--- config.mk ---
export PLATFORM = sky130hd
export DESIGN_NAME = serial_adder
export DESIGN_NICKNAME = d
export VERILOG_FILES = /design/src/rtl/serial_adder_pkg.sv /design/src/rtl/serial_adder_full_adder.sv /design/src/rtl/serial_adder.sv
export SDC_FILE = /design/constraint.sdc
export NUM_CORES = 1
export LEC_CHECK = 0
export ABC_CLOCK_PERIOD_IN_PS = 1300
export CORE_UTILIZATION = 45
export CTS_BUF_LIST = sky130_fd_sc_hd__clkbuf_4 sky130_fd_sc_hd__clkbuf_8
export CTS_CLUSTER_SIZE = 12
export DETAILED_ROUTE_END_ITERATION = 7
export GPL_TIMING_DRIVEN = 0
export PLACE_DENSITY = 0.85
export REMOVE_ABC_BUFFERS = 1
export SYNTH_ARGS = -nofsm -noshare
export SYNTH_HDL_FRONTEND = slang
export SYNTH_SLANG_ARGS = --single-unit
--- constraint.sdc ---
create_clock -name clk -period 1.3 [get_ports clk]
set_clock_uncertainty 0.2 [all_clocks]
set_input_delay 0.26 -clock clk [delete_from_list [all_inputs] [get_ports clk]]
set_output_delay 0.26 -clock clk [all_outputs]
set_load 0.05 [all_outputs]
--- src/rtl/serial_adder_pkg.sv ---
// Shared definitions for the bit-serial adder: FSM state codes and counter sizing.
package serial_adder_pkg;

  localparam int unsigned ST_W = 2;

  localparam logic [1:0] ST_IDLE = 2'd0;
  localparam logic [1:0] ST_RUN  = 2'd1;
  localparam logic [1:0] ST_DONE = 2'd2;

  // Bit counter must hold values 0..width without wrapping.
  function automatic int unsigned cnt_width(input int unsigned width);
    return $clog2(width + 1);
  endfunction

endpackage

--- src/rtl/serial_adder_full_adder.sv ---
// Single 1-bit full-adder cell used as the per-bit step of the serial adder.
module full_adder (
  input  logic a,
  input  logic b,
  input  logic cin,
  output logic s,
  output logic cout
);

  assign s    = a ^ b ^ cin;
  assign cout = (a & b) | (a & cin) | (b & cin);

endmodule

--- src/rtl/serial_adder.sv ---
// Bit-serial WIDTH-bit adder: A + B + cin, one bit per clock, LSB first,
// with valid/ready handshakes on operands and result.
module serial_adder #(
  parameter int unsigned WIDTH = 8
) (
  input  logic             clk,
  input  logic             rst,
  input  logic             start_valid,
  output logic             start_ready,
  input  logic [WIDTH-1:0] a,
  input  logic [WIDTH-1:0] b,
  input  logic             cin,
  output logic             res_valid,
  input  logic             res_ready,
  output logic [WIDTH-1:0] sum,
  output logic             cout,
  output logic             busy
);
  import serial_adder_pkg::*;

  localparam int unsigned CNT_W = cnt_width(WIDTH);

  logic [ST_W-1:0]  state_q,  state_d;
  logic [WIDTH-1:0] a_sr_q,   a_sr_d;
  logic [WIDTH-1:0] b_sr_q,   b_sr_d;
  logic [WIDTH-1:0] sum_sr_q, sum_sr_d;
  logic             carry_q,  carry_d;
  logic [CNT_W-1:0] count_q,  count_d;
  logic [WIDTH-1:0] sum_q,    sum_d;
  logic             cout_q,   cout_d;
  logic             res_valid_q, res_valid_d;
  logic             busy_q,   busy_d;
  logic             fa_s;
  logic             fa_co;

  full_adder u_fa (
    .a    (a_sr_q[0]),
    .b    (b_sr_q[0]),
    .cin  (carry_q),
    .s    (fa_s),
    .cout (fa_co)
  );

  assign start_ready = (state_q == ST_IDLE) && !rst;

  // Next-state and datapath; sum/cout are captured only on the final RUN edge.
  always_comb begin
    state_d  = state_q;
    a_sr_d   = a_sr_q;
    b_sr_d   = b_sr_q;
    sum_sr_d = sum_sr_q;
    carry_d  = carry_q;
    count_d  = count_q;
    sum_d    = sum_q;
    cout_d   = cout_q;
    case (state_q)
      ST_IDLE: begin
        if (start_valid && start_ready) begin
          a_sr_d  = a;
          b_sr_d  = b;
          carry_d = cin;
          count_d = '0;
          state_d = ST_RUN;
        end
      end
      ST_RUN: begin
        sum_sr_d = (sum_sr_q >> 1) | (WIDTH'(fa_s) << (WIDTH - 1));
        a_sr_d   = a_sr_q >> 1;
        b_sr_d   = b_sr_q >> 1;
        carry_d  = fa_co;
        count_d  = count_q + CNT_W'(1);
        if (count_q == CNT_W'(WIDTH - 1)) begin
          state_d = ST_DONE;
          sum_d   = sum_sr_d;
          cout_d  = fa_co;
        end
      end
      ST_DONE: begin
        if (res_ready) state_d = ST_IDLE;
      end
      default: state_d = ST_IDLE;
    endcase
    res_valid_d = (state_d == ST_DONE);
    busy_d      = (state_d != ST_IDLE);
  end

  always_ff @(posedge clk) begin
    if (rst) begin
      state_q     <= ST_IDLE;
      a_sr_q      <= '0;
      b_sr_q      <= '0;
      sum_sr_q    <= '0;
      carry_q     <= 1'b0;
      count_q     <= '0;
      sum_q       <= '0;
      cout_q      <= 1'b0;
      res_valid_q <= 1'b0;
      busy_q      <= 1'b0;
    end else begin
      state_q     <= state_d;
      a_sr_q      <= a_sr_d;
      b_sr_q      <= b_sr_d;
      sum_sr_q    <= sum_sr_d;
      carry_q     <= carry_d;
      count_q     <= count_d;
      sum_q       <= sum_d;
      cout_q      <= cout_d;
      res_valid_q <= res_valid_d;
      busy_q      <= busy_d;
    end
  end

  assign sum       = sum_q;
  assign cout      = cout_q;
  assign res_valid = res_valid_q;
  assign busy      = busy_q;

endmodule
==> flow_metrics.py <==
metrics = {
    "power": {
        "power.density_nw_per_um2": 1060,
        "irDropWorstVdd_mv": 0.704,
        "p_leak_nw": 0.892,
    },
    "routing": {
        "detail-route-antenna-nets": 0,
        "vias_per_cell": 5.58,
        "vias": 1579,
        "firstDrtPassIters": 4,
        "avgRoutedWirePerCell_um": 14.7,
        "routed_wl_um": 4170,
        "route.detailed.drc": 0,
        "drtIter0Drc": 94,
    },
    "timing": {
        "fmax_mhz": 644,
        "hold_viol": 0,
        "worst_slack_ns": -0.253,
        "slew_headroom_pct": 67.3,
        "setup_viol": 52,
        "rsz0062_at_grt": "true",
        "fin_crit_sh_pct": 119,
        "hold-worst-slack_ns": 0.135,
        "tightest_slew_ns": 0.490,
        "final.min_clock_period_ns": 1.55,
        "slew_violations": 0,
    },
    "global_routing": {
        "grt_use_met3_pct": 4.20,
        "grt.busiest_layer": "met2",
        "antenna_found_initial": 0,
        "grt_use_total_pct": 21.0,
        "grt_pass1_vias": 1477,
        "grt-ovfl-total": 0,
        "use_met1_pct": 24.5,
        "grt_pass1_wl_um": 6540,
        "grt_util_met2_pct": 37.0,
        "grt_start_max_net_pins": 43,
    },
    "synthesis": {
        "yosys-mux-area-fraction_pct": 0.607,
        "synthSimpleGateAreaFrac_pct": 15.2,
        "async_reset_ff_share_pct": 0,
        "synthTopCellsByArea": "dfxtp_1, a211oi_1, a21oi_1, o22ai_1, nand2_1",
        "seq_area_frac_synth_pct": 49.8,
        "ys_types": 27,
        "synth_seq_cells": 41,
        "synth_edf_count": 0,
        "yosys.area.top_type_share_pct": 49.8,
        "syn_avg_cell_area_sq_um": 8.81,
        "syn_inst": 187,
        "synth_top_area_cell": "dfxtp_1",
        "synth-adder-area-share_pct": 1.97,
        "synth_top_family_by_area": "compound AO/OA/AOI/OAI gates",
        "synth_compound_area_share_pct": 27.0,
        "syn-cell-area_sq_um": 1650,
        "synth-xor-area-share_pct": 0,
        "yosys_warnings": 0,
        "synthFlopType": "dfxtp_1",
    },
    "floorplanning": {
        "die_w_um": 62.5,
        "initial_core_util_pct": 48.2,
        "die-height_um": 62.5,
        "rows": 21,
        "die-area_sq_um": 3910,
        "pin_count": 33,
        "core_area_sq_um": 3420,
    },
    "worst_setup_path": {
        "arrival_ns": 1.09,
        "crit_buf_inv": 1,
        "reg2reg_setup_slack_ns": -0.22,
        "critPathMaxFanout": 3,
        "startpoint_type": "flip-flop",
        "slowest_stage": "dfxtp_4",
        "cp_slowest_stage_delay_ns": 0.38,
        "critical-path-top-delay-family": "flip-flops",
        "cp_cell_sequence": "nor3_4 -> buf_6",
        "endpoint_kind": "output port",
        "cp_data_required_time_ns": 0.84,
        "path_class": "reg -> out",
    },
    "run": {
        "drv_cap": 0,
    },
    "finish": {
        "syn_to_final_growth_pct": 50.1,
        "drive_above_1_share_pct": 38.8,
        "nNetsFinal": 259,
        "post-route-util_pct": 72.4,
        "fin_cells": 283,
        "fillers": 247,
        "diodes": 0,
    },
    "cts": {
        "ctsHoldBuffers": 0,
        "clockRootBuffer": "clkbuf_4",
        "cts-htree-levels": 2,
        "insertion_delay_ns": 0.35,
        "tritoncts": "built",
        "cts_buffers": 5,
        "cts_sinks": 41,
        "clk_pin_slew_ns": 0.12,
        "clock_path_buffers": 2,
    },
    "place": {
        "io_buffers": 32,
        "placed_cells": 249,
        "dp_hpwl_um": 1970,
        "gp_congestion": 0.733,
    },
    "run_status": {
        "violations": "setup timing",
        "status": "finished with violations",
    },
    "hold_path": {
        "min_path_type": "in -> reg",
    },
}
[metrics by stage]
| stage | power [mW] | setup slack, ns | instance area [sq um] | TNS [ns] |
|---|---|---|---|---|
| 2_1_floorplan | 1.53 | -0.662 | 1570 | -12.23 |
| 3_3_place_gp | 1.65 | -1.85 | 1940 | -40.11 |
| 3_5_place_dp | 1.66 | -1.83 | 1940 | -40.41 |
| 4_1_cts | 2.59 | -0.248 | 2270 | -3.07 |
| 5_1_grt | 2.74 | -0.300 | 2470 | -8.14 |
| 6_report | 2.62 | -0.253 | 2470 | -5.38 |
[placed cells by master, fill, tap and decap left out, types with 14 or more instances in the layout]
master           synthesis  layout
nand2_1                 20      19
a21oi_1                 20      17
nor2_1                  20      15
dfxtp_2                  0      14
a211oi_1                16      15
clkdlybuf4s50_1          0      18
o22ai_1                 15      15
buf_4                    2      18
dfxtp_1                 41      23
[what timing repair did]
action / CTS / global route
pin swaps: 1 / 15
buffers inserted: 7 / 15
gates cloned: 4 / 0
gates resized for setup: 138 / 26
setup endpoints to repair: 53 / 53
[cells in the mapped netlist, drive strengths merged, types with 2 or more instances]
master and count:
or3 2, o22ai 15, buf 9, inv 2, a211oi 16, clkbuf 7, nand2 20, nor2 20
o31ai 9, a32oi 2, nand2b 2, a21oi 20, nand3 11, dfxtp 41
[area by class of cell]
| type | count | area [sq um] | share of cell area [%] |
|---|---|---|---|
| inverters | 2 | 15.0 | 0.607 |
| well taps | 46 | 57.6 | 2.33 |
| multi-input cells | 131 | 902 | 36.5 |
| clock inverters | 1 | 30.0 | 1.21 |
| clock buffers | 7 | 58.8 | 2.38 |
| repair buffers | 54 | 549 | 22.2 |
| flip-flops and latches | 41 | 853 | 34.5 |
| repair inverters | 1 | 7.51 | 0.303 |
[registers in the layout, indices dropped and copies added, names as in the netlist, 2 cells and up]
| name | count |
|---|---|
| b_sr_q | 8 |
| a_sr_q | 8 |
| sum_sr_q | 7 |
| count_q | 4 |
| state_q | 2 |
| sum | 8 |
[cells by family after synthesis]
| group | Yosys count |
|---|---|
| compound gates | 67 |
| fa+ha+maj | 2 |
| flops | 41 |
| mux | 1 |
| simple gates | 58 |
| buf+inv | 18 |
[power breakdown]
part           total, mW  switching, mW  internal, mW
Clock              0.890          0.409         0.480
Combinational      0.377          0.188         0.189
Sequential          1.35         0.0431          1.31
[per-layer routing]
layer / vias up / part of all wire, %
li1: 784 / -
met1: 732 / 42
met2: 54 / 52
met3: 9 / 4.6
met4: 0 / 1.6
met5: - / 0
[final timing paths]
path                            start  cells past startpoint                       to
min reg2reg  sum_sr_q[1]$_SDFFE_PP0P_                      2      sum[0]$_SDFFE_PP0P_
min                               rst                      2  count_q[1]$_SDFFE_PP0P_
max reg2reg     state_q[1]$_SDFF_PP0_                      5    state_q[1]$_SDFF_PP0_
max             state_q[1]$_SDFF_PP0_                      2              start_ready
No activity file was read; power rests on OpenSTA's default activity.
